**src/rtl/led_pattern_monitor.sv**
```systemverilog
// -----------------------------------------------------------------------------
// led_pattern_monitor
//
// Static-region monitor for the LED bus driven by a reconfigurable partition.
// It works out which one-hot rotating pattern is loaded (shift-right or
// shift-left, both wrapping). It reports lock, direction, stall and a sticky
// fault, so the ICAP controller can confirm that a partial reconfiguration
// took effect.
//
// Optional feature (compile-time macro):
//   LED_MON_GLITCH_FILTER_EN - when defined, a changed synchronized LED value
//   must hold for FILTER_CYCLES consecutive cycles before it is evaluated.
//   Shorter pulses are discarded. Latency grows from 3 to 3+FILTER_CYCLES.
//   When undefined, no filter logic exists.
//
// Parameters:
//   WIDTH         LED bus width (3..16)
//   LOCK_STEPS    consecutive same-direction steps needed to lock
//   TICK_TIMEOUT  cycles without an LED change while locked before stall
//   FILTER_CYCLES stability cycles for the optional glitch filter
//
// Ports:
//   sys_clk_i    system clock
//   sys_rst_n_i  asynchronous active-low reset
//   led_in_i     LED bus from the RP (asynchronous, may glitch during PR)
//   decouple_i   high while PR is in progress; forces IDLE
//   locked_o     direction confirmed (also held during stall)
//   dir_right_o  locked to shift-right
//   dir_left_o   locked to shift-left
//   stalled_o    locked pattern stopped changing
//   fault_o      sticky illegal value / broken sequence
//   pos_o        index of the lit bit of the last accepted value
//   step_cnt_o   accepted steps since lock, saturating
// -----------------------------------------------------------------------------
//
// state    | meaning
// ---------+-------------------------------------------------------------
// S_IDLE   | waiting for the first legal (one-hot) value
// S_TRACK  | counting consecutive same-direction steps toward lock
// S_LOCKED | direction confirmed, pattern advancing
// S_STALL  | locked, but no LED change for TICK_TIMEOUT cycles
// S_FAULT  | illegal value or broken sequence; sticky until decouple/reset

module led_pattern_monitor #(
    parameter int WIDTH         = 16,
    parameter int LOCK_STEPS    = 4,
    parameter int TICK_TIMEOUT  = 15_000_000,
    parameter int FILTER_CYCLES = 4
) (
    input  logic             sys_clk_i,
    input  logic             sys_rst_n_i,
    input  logic [WIDTH-1:0] led_in_i,
    input  logic             decouple_i,
    output logic             locked_o,
    output logic             dir_right_o,
    output logic             dir_left_o,
    output logic             stalled_o,
    output logic             fault_o,
    output logic [3:0]       pos_o,
    output logic [15:0]      step_cnt_o
);

    if (WIDTH < 3 || WIDTH > 16 || LOCK_STEPS < 1 || TICK_TIMEOUT < 1 || FILTER_CYCLES < 1)
    begin : g_param_check
        $error("led_pattern_monitor: parameter out of range");
    end

    localparam int RUN_W = $clog2(LOCK_STEPS + 1);
    localparam int TMO_W = $clog2(TICK_TIMEOUT + 1);

    localparam logic [RUN_W-1:0] RUN_LOCK = RUN_W'(LOCK_STEPS);
    localparam logic [TMO_W-1:0] TMO_MAX  = TMO_W'(TICK_TIMEOUT);
    localparam logic [WIDTH-1:0] LED_LSB  = WIDTH'(1);
    localparam logic [WIDTH-1:0] LED_MSB  = LED_LSB << (WIDTH - 1);

    typedef enum logic [2:0] {
        S_IDLE,
        S_TRACK,
        S_LOCKED,
        S_STALL,
        S_FAULT
    } state_t;

    typedef enum logic [1:0] {
        C_NONE,
        C_RIGHT,
        C_LEFT
    } cand_t;

    // -------------------------------------------------------------------------
    // Two-flop synchronizer for the asynchronous LED bus
    // -------------------------------------------------------------------------
    logic [WIDTH-1:0] sync1_q;
    logic [WIDTH-1:0] sync2_q;

    always_ff @(posedge sys_clk_i or negedge sys_rst_n_i) begin
        if (!sys_rst_n_i) begin
            sync1_q <= '0;
            sync2_q <= '0;
        end else begin
            sync1_q <= led_in_i;
            sync2_q <= sync1_q;
        end
    end

    // Value presented to the FSM for evaluation
    logic [WIDTH-1:0] eval_val;

`ifdef LED_MON_GLITCH_FILTER_EN
    // -------------------------------------------------------------------------
    // Glitch filter: a value differing from the filtered one is adopted only
    // after it has been seen unchanged for FILTER_CYCLES cycles in a row.
    // -------------------------------------------------------------------------
    localparam int FW = $clog2(FILTER_CYCLES + 1);
    localparam logic [FW-1:0] FCNT_DONE = FW'(FILTER_CYCLES);

    logic [WIDTH-1:0] filt_q, filt_d;
    logic [WIDTH-1:0] pend_q, pend_d;
    logic [FW-1:0]    fcnt_q, fcnt_d;

    always_ff @(posedge sys_clk_i or negedge sys_rst_n_i) begin
        if (!sys_rst_n_i) begin
            filt_q <= '0;
            pend_q <= '0;
            fcnt_q <= '0;
        end else begin
            filt_q <= filt_d;
            pend_q <= pend_d;
            fcnt_q <= fcnt_d;
        end
    end

    always_comb begin
        filt_d = filt_q;
        pend_d = pend_q;
        fcnt_d = fcnt_q;
        if (decouple_i || sync2_q == filt_q) begin
            fcnt_d = '0;
        end else begin
            // A different candidate restarts the stability count
            if (fcnt_q == '0 || sync2_q != pend_q) begin
                pend_d = sync2_q;
                fcnt_d = FW'(1);
            end else begin
                fcnt_d = fcnt_q + 1'b1;
            end
            if (fcnt_d == FCNT_DONE) begin
                filt_d = sync2_q;
                fcnt_d = '0;
            end
        end
    end

    assign eval_val = filt_q;
`else
    assign eval_val = sync2_q;
`endif

    // -------------------------------------------------------------------------
    // Value classification
    // -------------------------------------------------------------------------
    state_t           state_q, state_d;
    cand_t            cand_q, cand_d;
    logic [WIDTH-1:0] prev_q, prev_d;
    logic [RUN_W-1:0] run_q, run_d;
    logic [TMO_W-1:0] tmo_q, tmo_d;
    logic             lock_right_q, lock_right_d;
    logic [3:0]       pos_q, pos_d;
    logic [15:0]      step_cnt_q, step_cnt_d;

    logic             locked_q, locked_d;
    logic             dir_right_q, dir_right_d;
    logic             dir_left_q, dir_left_d;
    logic             stalled_q, stalled_d;
    logic             fault_q, fault_d;

    logic             changed;
    logic             legal;
    logic             r_step;
    logic             l_step;
    logic             cand_ok;
    logic             locked_step;
    logic [3:0]       eval_idx;

    assign changed = (eval_val != prev_q);
    assign legal   = $onehot(eval_val);

    // R and L can never both hold for a legal value because WIDTH >= 3
    assign r_step = changed && legal &&
                    ((eval_val == (prev_q >> 1)) ||
                     (prev_q == LED_LSB && eval_val == LED_MSB));
    assign l_step = changed && legal &&
                    ((eval_val == (prev_q << 1)) ||
                     (prev_q == LED_MSB && eval_val == LED_LSB));

    assign cand_ok     = (r_step && cand_q != C_LEFT) || (l_step && cand_q != C_RIGHT);
    assign locked_step = (r_step && lock_right_q) || (l_step && !lock_right_q);

    always_comb begin
        eval_idx = '0;
        for (int i = 0; i < WIDTH; i++) begin
            if (eval_val[i]) begin
                eval_idx = 4'(i);
            end
        end
    end

    // -------------------------------------------------------------------------
    // State register
    // -------------------------------------------------------------------------
    always_ff @(posedge sys_clk_i or negedge sys_rst_n_i) begin
        if (!sys_rst_n_i) begin
            state_q      <= S_IDLE;
            cand_q       <= C_NONE;
            prev_q       <= '0;
            run_q        <= '0;
            tmo_q        <= '0;
            lock_right_q <= 1'b0;
            pos_q        <= '0;
            step_cnt_q   <= '0;
            locked_q     <= 1'b0;
            dir_right_q  <= 1'b0;
            dir_left_q   <= 1'b0;
            stalled_q    <= 1'b0;
            fault_q      <= 1'b0;
        end else begin
            state_q      <= state_d;
            cand_q       <= cand_d;
            prev_q       <= prev_d;
            run_q        <= run_d;
            tmo_q        <= tmo_d;
            lock_right_q <= lock_right_d;
            pos_q        <= pos_d;
            step_cnt_q   <= step_cnt_d;
            locked_q     <= locked_d;
            dir_right_q  <= dir_right_d;
            dir_left_q   <= dir_left_d;
            stalled_q    <= stalled_d;
            fault_q      <= fault_d;
        end
    end

    // -------------------------------------------------------------------------
    // Next-state logic
    // -------------------------------------------------------------------------
    always_comb begin
        state_d      = state_q;
        cand_d       = cand_q;
        prev_d       = prev_q;
        run_d        = run_q;
        tmo_d        = tmo_q;
        lock_right_d = lock_right_q;
        pos_d        = pos_q;
        step_cnt_d   = step_cnt_q;

        if (decouple_i) begin
            // Decouple overrides any step arriving in the same cycle
            state_d      = S_IDLE;
            cand_d       = C_NONE;
            prev_d       = '0;
            run_d        = '0;
            tmo_d        = '0;
            lock_right_d = 1'b0;
            pos_d        = '0;
            step_cnt_d   = '0;
        end else begin
            unique case (state_q)
                S_IDLE: begin
                    if (changed && legal) begin
                        state_d = S_TRACK;
                        prev_d  = eval_val;
                        pos_d   = eval_idx;
                        cand_d  = C_NONE;
                        run_d   = '0;
                    end
                end

                S_TRACK: begin
                    if (changed) begin
                        if (!legal) begin
                            state_d = S_FAULT;
                        end else begin
                            prev_d = eval_val;
                            pos_d  = eval_idx;
                            if (cand_ok) begin
                                cand_d = r_step ? C_RIGHT : C_LEFT;
                                run_d  = run_q + 1'b1;
                                if (run_d == RUN_LOCK) begin
                                    state_d      = S_LOCKED;
                                    lock_right_d = r_step;
                                    step_cnt_d   = '0;
                                    tmo_d        = '0;
                                    run_d        = '0;
                                end
                            end else begin
                                // Non-step jump or reversal restarts the run here
                                cand_d = C_NONE;
                                run_d  = '0;
                            end
                        end
                    end
                end

                S_LOCKED, S_STALL: begin
                    if (changed) begin
                        if (locked_step) begin
                            state_d = S_LOCKED;
                            prev_d  = eval_val;
                            pos_d   = eval_idx;
                            tmo_d   = '0;
                            if (step_cnt_q != '1) begin
                                step_cnt_d = step_cnt_q + 16'd1;
                            end
                        end else begin
                            state_d = S_FAULT;
                        end
                    end else if (state_q == S_LOCKED) begin
                        if (tmo_q != TMO_MAX) begin
                            tmo_d = tmo_q + 1'b1;
                        end
                        if (tmo_d == TMO_MAX) begin
                            state_d = S_STALL;
                        end
                    end
                end

                S_FAULT: begin
                end

                default: begin
                    state_d = S_IDLE;
                end
            endcase
        end
    end

    // -------------------------------------------------------------------------
    // Output logic (decoded from the next state, then registered)
    // -------------------------------------------------------------------------
    always_comb begin
        locked_d    = (state_d == S_LOCKED) || (state_d == S_STALL);
        dir_right_d = locked_d && lock_right_d;
        dir_left_d  = locked_d && !lock_right_d;
        stalled_d   = (state_d == S_STALL);
        fault_d     = (state_d == S_FAULT);
    end

    assign locked_o    = locked_q;
    assign dir_right_o = dir_right_q;
    assign dir_left_o  = dir_left_q;
    assign stalled_o   = stalled_q;
    assign fault_o     = fault_q;
    assign pos_o       = pos_q;
    assign step_cnt_o  = step_cnt_q;

endmodule

```
**config.mk**
```make
export PLATFORM = sky130hd
export DESIGN_NAME = led_pattern_monitor
export DESIGN_NICKNAME = d
export VERILOG_FILES = /design/src/rtl/led_pattern_monitor.sv
export SDC_FILE = /design/constraint.sdc
export NUM_CORES = 1
export LEC_CHECK = 0
export ABC_AREA = 0
export ABC_CLOCK_PERIOD_IN_PS = 9400
export CAP_MARGIN = 15
export CORE_MARGIN = 2
export CORE_UTILIZATION = 45
export CTS_BUF_LIST = sky130_fd_sc_hd__clkbuf_16
export CTS_CLUSTER_DIAMETER = 200
export DETAILED_ROUTE_END_ITERATION = 10
export PLACE_DENSITY_LB_ADDON = 0.05
export SETUP_SLACK_MARGIN = 0.4
export SKIP_CTS_REPAIR_TIMING = 1
export SYNTH_ARGS = -nofsm -noshare
export SYNTH_HDL_FRONTEND = slang
export SYNTH_SLANG_ARGS = --single-unit
export TNS_END_PERCENT = 50
```
**constraint.sdc**
```tcl
create_clock -name sys_clk_i -period 9.4 [get_ports sys_clk_i]
set_input_delay 1.88 -clock sys_clk_i [delete_from_list [all_inputs] [get_ports sys_clk_i]]
set_output_delay 1.88 -clock sys_clk_i [all_outputs]
set_load 0.02 [all_outputs]
```
==> results of run 1 <==
==> synth_stat cells, types with 3 or more instances <==
cell / count / share of area, %
buf_2: 13 / 0.99
and3_1: 8 / 0.76
or4_1: 3 / 0.34
nand4_1: 13 / 1.2
nor2b_1: 5 / 0.48
buf_4: 3 / 0.34
nor3_1: 34 / 2.6
clkbuf_1: 33 / 1.9
and4_1: 6 / 0.80
xor2_1: 32 / 4.3
o21ai_0: 15 / 1.1
nand2_1: 45 / 2.6
fa_1: 10 / 3.1
inv_1: 37 / 2.1
a31oi_1: 21 / 2.0
or3_1: 5 / 0.48
ha_1: 12 / 2.3
buf_1: 3 / 0.17
xnor2_1: 16 / 2.1
nand2b_1: 11 / 1.0
nand4b_1: 4 / 0.53
buf_6: 6 / 1.0
a221oi_1: 19 / 2.5
nor2_1: 55 / 3.1
a311oi_1: 4 / 0.53
and2_1: 5 / 0.48
nor4_4: 3 / 0.97
o31ai_1: 9 / 1.0
clkbuf_2: 3 / 0.23
a21oi_1: 42 / 3.2
nand3_1: 22 / 1.7
a211oi_1: 8 / 0.92
a41oi_1: 4 / 0.53
o21bai_1: 12 / 1.4
o22ai_1: 5 / 0.48
nor4_1: 16 / 1.5
or4b_1: 3 / 0.46
mux2i_1: 20 / 3.1
dfrtp_1: 106 / 40
==> stage by stage <==
step	power, mW	hold WS, ns	util [%]	worst slack (ns)	instances
after floorplan	0.8210	0.3312	-	4.384	705
after global placement	0.8980	0.3318	48.30	3.659	876
after detailed placement	0.9011	0.3358	48.30	3.576	876
after CTS	1.295	0.3519	50.39	3.579	892
after global routing	1.357	0.3615	50.44	3.189	893
final	1.285	0.3483	50.44	3.559	893
==> kinds of logic (layout without fill, tap and decap cells) <==
| group | Yosys count | after routing |
|---|---|---|
| adder cells (fa/ha/maj) | 22 | 22 |
| flip-flops | 106 | 106 |
| multiplexers | 20 | 20 |
| AO/OA/AOI/OAI | 157 | 157 |
| XOR/XNOR | 48 | 48 |
| buffers and inverters | 98 | 102 |
| AND/OR/NAND/NOR | 254 | 254 |
==> layer usage <==
| layer | GRT usage (%) | vias up | part of all wire (%) |
|---|---|---|---|
| met3 | 5.069 | 24 | 6.1 |
| met4 | 5.816 | 0 | 1.7 |
| met2 | 32.37 | 204 | 44 |
| met5 | 0 | - | 0 |
| met1 | 33.06 | 2619 | 48 |
| li1 | - | 2534 | - |
==> path summary, 6_finish.rpt <==
check | start | to | slack (ns)
max reg2reg | eval_val[5] | tmo_q[23] | 3.56
max in group asynchronous | sys_rst_n_i | tmo_q[1] | 6.66
min in group asynchronous | sys_rst_n_i | eval_val[14] | 1.56
max | eval_val[5] | tmo_q[23] | 3.56
min reg2reg | sync1_q[6] | eval_val[6] | 0.35
min | sync1_q[6] | eval_val[6] | 0.35
==> flip-flops by register name, summed over array words and instances (netlist names) <==
| register | flops |
|---|---|
| prev_q | 16 |
| eval_val | 16 |
| tmo_q | 24 |
| stalled_o | 1 |
| step_cnt_o | 16 |
| fault_o | 1 |
| cand_q | 2 |
| run_q | 3 |
| state_q | 3 |
| dir_right_o | 1 |
| pos_o | 4 |
| sync1_q | 16 |
| lock_right_q | 1 |
| locked_o | 1 |
| dir_left_o | 1 |
==> where the power goes <==
group,total (mW),switching (mW),internal (mW)
Clock,0.393,0.183,0.209
Combinational,0.331,0.178,0.153
Sequential,0.561,0.0665,0.494
==> cell type report <==
type	instances	share of cell area [%]
Timing Repair Buffer	49	6.456
Tap cell	184	3.176
Sequential cell	106	36.60
Inverter	37	1.916
Multi-Input combinational cell	501	47.71
Clock inverter	7	1.036
Clock buffer	9	3.107
==> critical path, stage by stage (launching register included) <==
cell      delay (ns)
dfrtp_1         0.53
inv_1           0.13
fa_1            0.54
inv_1           0.05
fa_1            0.45
fa_1            0.52
inv_1           0.05
fa_1            0.48
inv_1           0.04
ha_1            0.19
fa_1            0.44
nor4b_1         0.27
o21ai_0         0.22
nand2b_1        0.39
a2111o_1        0.60
nand2_1         0.59
a311oi_1        0.17
==> summary.txt, run 1 <==
Logic synthesis
  – Yosys reg bits: approximately 110
  – Syn avg cell area: between 9 and 10 µm²
  – Ys async rst share: 100.0%
  – Post-Synth Adder-Cell Area: between 5 and 6%
  – Syn_nets: ~750
  – Mux cell area share after synthesis: about 3.1%
  – Ys flop type: dfrtp_1
  – YS warnings: 0
  – Largest family of logic cells by synthesized area: simple AND/OR/NAND/NOR gates
  – Synth Area in Compound Gates: around 17%
  – Xor and xnor area share after synthesis: 6.413%
  – Number of flops mapped to enable cells by yosys: 0
  – Count of cell types in the netlist: 64
  – Synth Area in Simple Gates: about a fifth
  – Seq/Total Area, Yosys: about 40%
  – Cell Area, Synth: 0.006555 mm²
  – Mapped Cells: roughly 710

Drt
  – DR WL/cell: about 19 µm
  – Drt drc: 0
  – Drt first pass iters: 7
  – Detail Route Antenna Nets: 0
  – Vias/cell: approximately 6
  – Initial DRC count: between 600 and 700
  – Routed Wire Length: 16650 µm
  – Via count: between 5000 and 6000

Global route
  – GRT Util Overall: between 20% and 30%
  – Congestion Overflow GR: 0
  – Vias in the first global route: about 5200
  – Initial antenna violation count: 0
  – Largest net degree at the start of global routing: 57
  – First-pass GRT wire length: around 28000 µm

Timing
  – Setup_tns: 0 ns
  – Worst-Margin Slew: roughly 1.1 ns
  – Fraction of the cycle the final worst path needs: approximately 62%
  – Worst slew margin: 26.32%
  – Max Slew Vio Count: 0
  – Final-report hold violation count: 0
  – Fin Clk Skew: 0.007712 ns
  – # setup viols final: 0
  – Achievable Freq: about 170 MHz
  – Post-layout minimum cycle time: 5.841 ns
  – RSZ-0062 raised after global routing: no

Floorplan
  – Die width: ~120 µm
  – Die Ht: 124.7 µm
  – Floorplan core area: 0.01437 mm²
  – Full die area: around 0.016 mm²
  – Ports: 44
  – Site Rows: 44
  – Initial core utilization: between 40 and 50%

Power and ir drop
  – Power per Cell Area: between 150 and 200 mW/mm²
  – Leakage: 2.964 nW
  – Max rail drop VDD: 0.1194 mV

Final layout
  – Area added between synthesis and finish: 10.57%
  – Most frequent cells in the layout: dfrtp_1, nor2_1, nand2_1
  – Fill cell count: 1322
  – Nets@finish: 745
  – Area occupied by multi-input gates: about 0.0035 mm²
  – Post-route cell area: between 0.007 and 0.008 mm²
  – Ant diodes: 0
  – Share of cells above drive strength 1: ~5.5%
  – Reg area: around 0.0027 mm²
  – Most common cell after layout, fill and taps aside: dfrtp_1

Setup path
  – Crit. End Element: flop
  – Crit path arrival time: 6.04 ns
  – Crit start category: flop
  – Worst path required time: around 9.6 ns
  – Crit path max fanout: 16
  – Crit Path Category: reg2reg
  – Worst-case reg-to-reg path depth: 16

Clock network
  – H-tree Lvls: 3
  – Worst-skew pair later-pin latency: approximately 0.36 ns
  – Clock transition at the registers of the reported paths: about 0.080 ns
  – CTS tree: yes
  – CTS Sinks: about 110
  – Clock Path Buffers: 2
  – Root buf cell: clkbuf_16
  – CTS buffer count: 9

Worst hold path
  – Hold depth: 0
  – Tightest Hold Check Type: reg2reg

Outcome
  – Outcome: finished, final reports clean

Placed design
  – Port bufs: 43
  – Gpl congestion: about 0.90
  – Placed cell area: 0.006940 mm²
  – Hpwl dp: between 10000 and 15000 µm

Run
  – Max-cap violations: 0
(Power assumes the default switching activity.)
==> inputs of run 2 (changes only) <==
--- a/config.mk
+++ b/config.mk
@@ -6,7 +6,7 @@
 export NUM_CORES = 1
 export LEC_CHECK = 0
 export ABC_AREA = 0
-export ABC_CLOCK_PERIOD_IN_PS = 9400
+export ABC_CLOCK_PERIOD_IN_PS = 5400
 export CAP_MARGIN = 15
 export CORE_MARGIN = 2
 export CORE_UTILIZATION = 45
==> constraint.sdc (replaced) <==
create_clock -name sys_clk_i -period 5.4 [get_ports sys_clk_i]
set_input_delay 1.08 -clock sys_clk_i [delete_from_list [all_inputs] [get_ports sys_clk_i]]
set_output_delay 1.08 -clock sys_clk_i [all_outputs]
set_load 0.02 [all_outputs]
==> run 2 against run 1 <==
Net effect: via count is 1.3% higher; cell count increased by 2.0%; final area increased by 4.1%; critical path type unchanged.
==> summary.txt, run 2 (synthesis gave the netlist of run 1 again) <==
Drt
  – Initial DRC count: 452 (was 611)
  – Detail Route Antenna Nets: 0 (unchanged)
  – Drt first pass iters: 5 (was 7)
  – Routed Wire Length: 17120 µm (was 16650 µm)
  – Vias/cell: 5.986 (was 6.026)
  – Drt drc: 0 (unchanged)
  – DR WL/cell: 18.80 µm (was 18.65 µm)
  – Via count: 5453 (was 5381)

Clock network
  – Worst-skew pair later-pin latency: 0.36 ns (about the same)
  – CTS tree: yes (unchanged)
  – Clock transition at the registers of the reported paths: 0.07 ns (was 0.08 ns)
  – Clock Path Buffers: 2 (unchanged)
  – Root buf cell: clkbuf_16 (unchanged)
  – H-tree Lvls: 3 (unchanged)
  – CTS Sinks: 106 (unchanged)
  – CTS buffer count: 9 (unchanged)

Timing
  – # setup viols final: 0 (unchanged)
  – Fraction of the cycle the final worst path needs: 92.73% (was 62.13%)
  – Achievable Freq: 199.7 MHz (was 171.2 MHz)
  – Fin Clk Skew: 0.01133 ns (was 0.007712 ns)
  – Worst-Margin Slew: 1.119 ns (was 1.105 ns)
  – Post-layout minimum cycle time: 5.007 ns (was 5.841 ns)
  – Setup_tns: 0 ns (unchanged)
  – RSZ-0062 raised after global routing: yes (was no)
  – Final-report hold violation count: 0 (unchanged)
  – Max Slew Vio Count: 0 (unchanged)
  – Worst slew margin: 25.41% (was 26.32%)

Power and ir drop
  – Total chip power: 2.341 mW (was 1.285 mW)
  – Max rail drop VDD: 0.1813 mV (was 0.1194 mV)
  – Leakage: 3.079 nW (was 2.964 nW)
  – Power per Cell Area: 310.4 mW/mm² (was 177.3 mW/mm²)

Final layout
  – Max reg flops: 24 (unchanged)
  – Share of cells above drive strength 1: 10.18% (was 5.501%)
  – Nets@finish: 764 (was 745)
  – Top reg by flops: tmo_q (unchanged)
  – Fill cell count: 1263 (was 1322)
  – Most frequent cells in the layout: dfrtp_1, nor2_1, nand2_1 (unchanged)
  – Ant diodes: 0 (unchanged)
  – Area added between synthesis and finish: 15.08% (was 10.57%)
  – Final core occ: 52.50% (was 50.44%)
  – Most common cell after layout, fill and taps aside: dfrtp_1 (unchanged)

Worst hold path
  – Min-delay src: sync1_q[10] (was sync1_q[6])
  – Tightest Hold Check Type: reg2reg (unchanged)

Setup path
  – Cells along the critical path: fa_1, inv_1, fa_1, inv_1, fa_1, inv_2, fa_1, inv_1, ha_2, fa_1, nor4b_2, o21ai_2, nand2b_4, buf_6, a311oi_4, buf_4, clkbuf_16, mux2i_1, nor2_1 (was inv_1, fa_1, inv_1, fa_1, fa_1, inv_1, fa_1, inv_1, ha_1, fa_1, nor4b_1, o21ai_0, nand2b_1, a2111o_1, nand2_1, a311oi_1)
  – Crit path max fanout: 12 (was 16)
  – Critical Path Max Stage Delay: 0.54 ns (was 0.60 ns)
  – CP max stage cell: fa_1 (was a2111o_1)
  – Worst path required time: 5.60 ns (was 9.60 ns)
  – CP delay by family, top: adder cells (unchanged)
  – Crit start category: flop (unchanged)
  – Most common cell on crit path: fa_1 (unchanged)
  – Crit. Startpoint: eval_val[11] (was eval_val[5])
  – Crit path arrival time: 5.20 ns (was 6.04 ns)
  – Crit Path Category: reg2reg (unchanged)
  – CP Buf/Inv Count: 7 (was 4)
  – Crit. End Element: flop (unchanged)
  – Reg-to-reg startpoint: eval_val[11] (was eval_val[5])

Placed design
  – Gpl congestion: 0.9153 (was 0.8980)
  – Port bufs: 43 (unchanged)
  – Hpwl dp: 11360 µm (was 11390 µm)

Floorplan
  – Die Ht: 124.7 µm (unchanged)
  – Initial core utilization: 45.62% (unchanged)
  – Floorplan core area: 0.01437 mm² (unchanged)
  – Site Rows: 44 (unchanged)
  – Full die area: 0.01555 mm² (unchanged)
  – Ports: 44 (unchanged)
  – Die width: 124.7 µm (unchanged)

Global route
  – Largest net degree at the start of global routing: 71 (was 57)
  – First-pass GRT wire length: 28150 µm (was 27860 µm)
  – Initial antenna violation count: 0 (unchanged)
  – Congestion Overflow GR: 0 (unchanged)
  – Vias in the first global route: 5340 (was 5210)
  – GRT Util Overall: 22.26% (was 22.14%)

Run
  – Max-cap violations: 0 (unchanged)

Outcome
  – Outcome: finished, final reports clean (unchanged)
run 2: cell types whose count changed in the layout (fill, tap and decap cells not counted), moves of 2 or more:
cell      before  now
dfrtp_1      106  104
buf_12         0    3
clkinv_4       0    3
inv_1         37   35
a221oi_1      19   16
buf_6          0    2
dfrtp_2        0    2
inv_2          0    2
a221oi_2       1    3
buf_4          7   19
run 2: final cells by class:
cell class / instances / area (µm²) / area share (%)
inverter: 37 / 138.9 / 1.841
clock inverter: 6 / 73.82 / 0.9786
tap: 184 / 230.2 / 3.052
clock buffer: 9 / 225.2 / 2.986
multi-input combinational: 502 / 3555 / 47.12
sequential: 106 / 2655 / 35.20
timing repair buffer: 67 / 665.6 / 8.824
run 2: power breakdown:
group	internal (mW)	switching, mW
clock network	0.363	0.316
registers	0.861	0.106
logic	0.343	0.352
run 2: per-layer routing:
layer / wire length (µm) / track usage (%)
met5: 0 / 0
met4: 257 / 7.006
met3: 876 / 4.682
met2: 7685 / 33.59
met1: 8304 / 32.09
run 2: worst paths after layout:
kind,slack (ns),to,depth (start not counted)
worst max-delay path,0.39,prev_q[14],19
max in group asynchronous,3.54,tmo_q[1],2
worst min register to register,0.35,eval_val[10],0
worst min-delay path,0.35,eval_val[10],0
worst max register to register,0.39,prev_q[14],19
min in group asynchronous,0.85,eval_val[8],1
run 2: worst register-to-register path: cells and delay by family, from the launching register on:
kind / cells / cell delay [ns]
and+or+nand+nor: 3 / 0.51
AOI/OAI and AO/OA: 2 / 0.42
DFF: 1 / 0.40
muxes: 1 / 0.19
buffers and inverters: 7 / 0.71
adders and majority gates: 6 / 2.61
run 2: per-stage QoR:
step / setup slack (ns) / cell area [µm²] / hold slack (ns) / std cells
after CTS: 0.2397 / 7382 / 0.3538 / 905
after detailed placement: 0.2490 / 7083 / 0.3371 / 890
after floorplan: 0.4164 / 6555 / 0.3312 / 705
after global routing: 0.2273 / 7543 / 0.3573 / 911
after global placement: 0.3685 / 7083 / 0.3340 / 890
final: 0.3927 / 7543 / 0.3507 / 911
